$ cat src/rtl/const_mult_1byroot2_pipe.sv
// Three-stage shift-add multiplier by K = 181/256 (close to 1/sqrt(2)).
// A valid tag rides alongside the data; the clock enable stalls every stage together.
module const_mult_1byroot2_pipe #(
  parameter int unsigned W      = 16,
  parameter int unsigned G      = 8,
  parameter bit          SIGNED = 1'b0,
  parameter bit          ROUND  = 1'b0
) (
  input  logic         i_clk,
  input  logic         i_rst,
  input  logic         i_en,
  input  logic         i_in_valid,
  input  logic [W-1:0] i_in,
  output logic         o_out_valid,
  output logic [W-1:0] o_out
);

  localparam int unsigned IW = W + G + 1;
  // Half an output LSB; only added when rounding is enabled. Rounding needs G >= 1.
  localparam logic [IW-1:0] RND = ROUND ? (IW'(1) << (G - 1)) : '0;

  function automatic logic [IW-1:0] shr(input logic [IW-1:0] v, input int unsigned k);
    if (SIGNED) return IW'($signed(v) >>> k);
    else        return v >> k;
  endfunction

  logic          w_ext;
  logic [IW-1:0] w_xe;
  logic [IW-1:0] r_a, r_b, r_d1, r_s, r_d2;
  logic          r_v1, r_v2, r_v3;
  logic [W-1:0]  r_out;

  assign w_ext = SIGNED ? i_in[W-1] : 1'b0;
  assign w_xe  = {w_ext, i_in, {G{1'b0}}};

  always_ff @(posedge i_clk) begin
    if (i_rst) begin
      r_a   <= '0;
      r_b   <= '0;
      r_d1  <= '0;
      r_v1  <= 1'b0;
      r_s   <= '0;
      r_d2  <= '0;
      r_v2  <= 1'b0;
      r_out <= '0;
      r_v3  <= 1'b0;
    end else if (i_en) begin
      r_a   <= shr(w_xe, 1) + shr(w_xe, 3);
      r_b   <= shr(w_xe, 4) + shr(w_xe, 6);
      r_d1  <= shr(w_xe, 8);
      r_v1  <= i_in_valid;
      r_s   <= r_a + r_b;
      r_d2  <= r_d1;
      r_v2  <= r_v1;
      // The shift discards the guard bits, which floors in both signednesses.
      r_out <= W'((r_s + r_d2 + RND) >> G);
      r_v3  <= r_v2;
    end
  end

  assign o_out       = r_out;
  assign o_out_valid = r_v3;

endmodule
$ cat config.mk
export PLATFORM = sky130hd
export DESIGN_NAME = const_mult_1byroot2_pipe
export DESIGN_NICKNAME = d
export VERILOG_FILES = /design/src/rtl/const_mult_1byroot2_pipe.sv
export SDC_FILE = /design/constraint.sdc
export NUM_CORES = 1
export LEC_CHECK = 0
export CAP_MARGIN = 25
export CELL_PAD_IN_SITES_DETAIL_PLACEMENT = 0
export CELL_PAD_IN_SITES_GLOBAL_PLACEMENT = 1
export CORE_MARGIN = 2
export CORE_UTILIZATION = 49
export CTS_CLUSTER_SIZE = 12
export DETAILED_ROUTE_END_ITERATION = 8
export PLACE_DENSITY_LB_ADDON = 0.25
export SLEW_MARGIN = 20
export SYNTH_ARGS = -nofsm -noshare
export SYNTH_HDL_FRONTEND = slang
export SYNTH_SLANG_ARGS = --single-unit
$ cat constraint.sdc
create_clock -name i_clk -period 4.64 [get_ports i_clk]
set_clock_uncertainty 0.15 [all_clocks]
set_input_delay 0.696 -clock i_clk [delete_from_list [all_inputs] [get_ports i_clk]]
set_output_delay 0.696 -clock i_clk [all_outputs]
set_load 0.01 [all_outputs]
==> metrics.md <==
| Metric | Value |
|---|---|
| Pre-CTS WS | `around 0.94 ns` |
| Worst path top cell family by delay | `compound AO/OA/AOI/OAI gates` |
| First-pass GRT wire length | `19300 um` |
| Final TNS setup | `0 ns` |
| DRT Pass-1 Iters | `4` |
| Setup bufs post-CTS | `0` |
| WP buf/inv | `1` |
| Vias in the first global route | `between 4k and 5k` |
| Fmax | `301 MHz` |
| Net count after synthesis | `roughly 640` |
| I/O pins | `37` |
| Crit path from | `i_in[0]` |
| Avg Cell Area, Syn | `slightly below 9 um2` |
| Reg2Reg Depth | `10` |
| Critical Setup Path Class | `in2reg` |
| Post-CTS Resized | `0` |
| Yosys warns | `0` |
| Minimum clock period | `~3.3 ns` |
| CP arrival | `3.44 ns` |
| Clock tree buffer depth | `2` |
| Fin Hold WS | `0.322 ns` |
| Cell Pwr Density | `318 mW/mm2` |
| Worst path depth | `10` |
| Clk root buf | `clkbuf_8` |
| HP Class | `reg2reg` |
| Global route total overflow | `0` |
| CP endpoint | `r_b[18]` |
| Worst VDD drop | `between 0.2 and 0.25 mV` |
| Vias per cell | `~5.7` |
| Final HPWL DP | `8570 um` |
| CP peak stage delay | `around 0.46 ns` |
| Count of final setup violators | `0` |
| Synth unique cells | `56` |
| Hold violation count in the final report | `0` |
| RSZ-0062 raised after global routing | `no` |
| Primary FF master, synth | `dfxtp_1` |
| Die W | `roughly 110 um` |
| Sequential share of the synthesized area | `34.5%` |
| Core area | `around 0.01 mm2` |
| H-tree level count | `3` |
| CP most frequent cell | `o21ai_2` |
| CTS buffer count | `9` |
| Cell Rows | `37` |
| CTS sink count | `88` |
| Slowest-stage cell, CP | `clkdlybuf4s50_1` |
| Post-synth EDFFs | `0` |
| Total routed wirelength | `between 10000 and 15000 um` |
| Total power | `between 1.5 and 2 mW` |
| CTS tree | `done` |
| Worst R2R End | `r_s[23]` |
| R2r setup slk | `approximately 1.8 ns` |
| Final ANT Viol Nets | `0` |
| Startpoint class of the critical path | `primary input` |
| Worst path required time | `between 4 and 5 ns` |
| Clock slew at reported path FFs | `about 0.09 ns` |
| Crit-path cells | `clkdlybuf4s50_1 > ha_1 > fa_1 > a211oi_2 > o21ai_2 > and3_4 > a2111oi_4 > o21ai_2 > nor4b_4 > a311o_1` |
| Maxcap violations | `0` |
| Nets | `667` |
| Period Utilization, post-route | `roughly 70%` |
| CP endpoint kind | `register` |
| Layout cell share with drive strength beyond 1 | `5.77%` |
| DRC Markers | `0` |
| Vias post-DR | `about 4.2k` |
| Outcome | `finished clean` |
| Port Buffers | `36` |
| Setup ws final | `~1.3 ns` |
| Slew Limit Headroom | `about half` |
| Initial core utilization | `between 40 and 50%` |
| Iter 0 DRT Violations | `156` |
| Crit Path Max Fanout | `3` |
| Drt wl/cell | `15.5 um` |
| P_leak | `between 2 and 2.5 nW` |
| Core Util, Final | `between 50% and 60%` |
| Total GRT Usage | `approximately 21%` |
| Antenna violations before repair | `0` |
| Diodes inserted | `0` |
| Fin. max-slew vios | `0` |
| Synth Instances | `577` |
| Largest net degree at the start of global routing | `73` |
| Die footprint | `~0.011 mm2` |
| Clk Latency, worst-skew pair | `about 0.37 ns` |
| Cell area after synthesis | `0.00510 mm2` |
| Crit Reg-Reg Startpoint | `r_b[5]` |
| Post-CTS Hold Buffers | `0` |
| Layout area overhead | `12.8%` |
| Fraction of registers with async set/reset | `0%` |
| Die Ht | `106 um` |
| Yosys reg bits | `88` |
| Slew @ Worst Pin | `a little under 0.8 ns` |
| GP Congestion | `approximately 0.84` |
## worst min-delay path by stage
| stage | endpoint | cells after the start | startpoint |
|---|---|---|---|
| floorplan | r_d1[14] | 2 | r_d1[14] |
| global placement | o_out[14] | 2 | o_out[14] |
| detailed placement | o_out[14] | 2 | o_out[14] |
| CTS | r_s[13] | 2 | r_s[13] |
| global route | o_out[3] | 2 | o_out[3] |
| finish | o_out[14] | 2 | o_out[14] |
## cells in the final DEF, fill, tap and decap left out, types with 3 or more instances in the layout
master and count:
nor2_1 90, dfxtp_1 88, mux2i_1 55, ha_1 43
nand2_1 38, a21oi_1 35, clkdlybuf4s50_1 34, o21ai_0 20
a211oi_1 16, xnor2_1 16, xor2_1 14, nand4_1 12
inv_1 11, nand3_1 10, a21o_1 9, clkbuf_8 9
o21a_1 7, nor2b_1 7, nor3_1 7, and3_1 6
o31ai_1 5, a31o_2 5, a31oi_1 4, o22ai_1 4
o21bai_1 4, a311o_1 4, buf_4 4, nand4b_1 3
o311ai_0 3, o221ai_1 3, inv_6 3
## flip-flops by register name (all words and copies together) (netlist names)
signal,cells
r_v1,1
r_b,17
o_out,16
o_out_valid,1
r_d2,16
r_v2,1
r_s,20
r_d1,16
## synthesized netlist by cell type, drive strengths merged, types with 4 or more instances
| library cell | instances | area (um2) |
|---|---|---|
| nor2 | 90 | 338 |
| dfxtp | 88 | 1760 |
| mux2i | 55 | 551 |
| ha | 43 | 538 |
| nand2 | 38 | 143 |
| a21oi | 35 | 175 |
| o21ai | 23 | 123 |
| a211oi | 17 | 133 |
| xnor2 | 16 | 140 |
| clkbuf | 14 | 52.6 |
| xor2 | 14 | 123 |
| nand4 | 12 | 75.1 |
| a21o | 11 | 85.1 |
| buf | 11 | 47.5 |
| inv | 11 | 41.3 |
| nand3 | 10 | 50.1 |
| and3 | 7 | 48.8 |
| nor2b | 7 | 43.8 |
| nor3 | 7 | 35.0 |
| o21a | 7 | 52.6 |
| a31o | 5 | 43.8 |
| o31ai | 5 | 37.5 |
| a311o | 4 | 40.0 |
| a31oi | 4 | 25.0 |
| o21bai | 4 | 30.0 |
| o22ai | 4 | 25.0 |
## worst min-delay path: cells and delay by family (launching register included)
| family | cells | cell delay [ns] |
|---|---|---|
| flops | 1 | 0.34 |
| simple gates | 1 | 0.04 |
| compound gates | 1 | 0.06 |
## through the flow
step	cell area, um2	instances
after floorplan	5100	577
after global placement	5550	727
after detailed placement	5550	727
after CTS	5760	743
after global routing	5760	743
final	5760	743
## per-layer routing
metal	vias up	track usage, %	part of all wire, %
met5	-	0	0
li1	2161	-	-
met2	86	34.9	46
met3	12	3.62	3.5
met1	1987	29.2	49
met4	0	6.86	1.3
## final cells by class
type | instances | area (um2)
well taps | 136 | 170
flip-flops and latches | 88 | 1760
clock inverters | 7 | 85.1
clock buffers | 9 | 124
multi-input cells | 453 | 3200
fillers | 980 | 4480
repair buffers | 39 | 375
inverters | 11 | 41.3
## power by group
group,internal [mW],total [mW],leakage [nW],switching [mW]
logic,0.185,0.411,1.62,0.225
clock network,0.260,0.565,0.107,0.305
registers,0.809,0.854,0.721,0.0449
total,1.25,1.83,2.45,0.575
## cell families (layout without fill, tap and decap cells)
| family | Yosys count | in the layout | share of synthesized area (%) |
|---|---|---|---|
| compound gates | 137 | 137 | 18.6 |
| xor+xnor | 30 | 30 | 5.15 |
| fa+ha+maj | 45 | 45 | 11.3 |
| buf+inv | 36 | 66 | 2.77 |
| simple gates | 186 | 186 | 16.9 |
| flops | 88 | 88 | 34.5 |
| mux | 55 | 55 | 10.8 |
No activity file was read; power rests on OpenSTA's default activity.
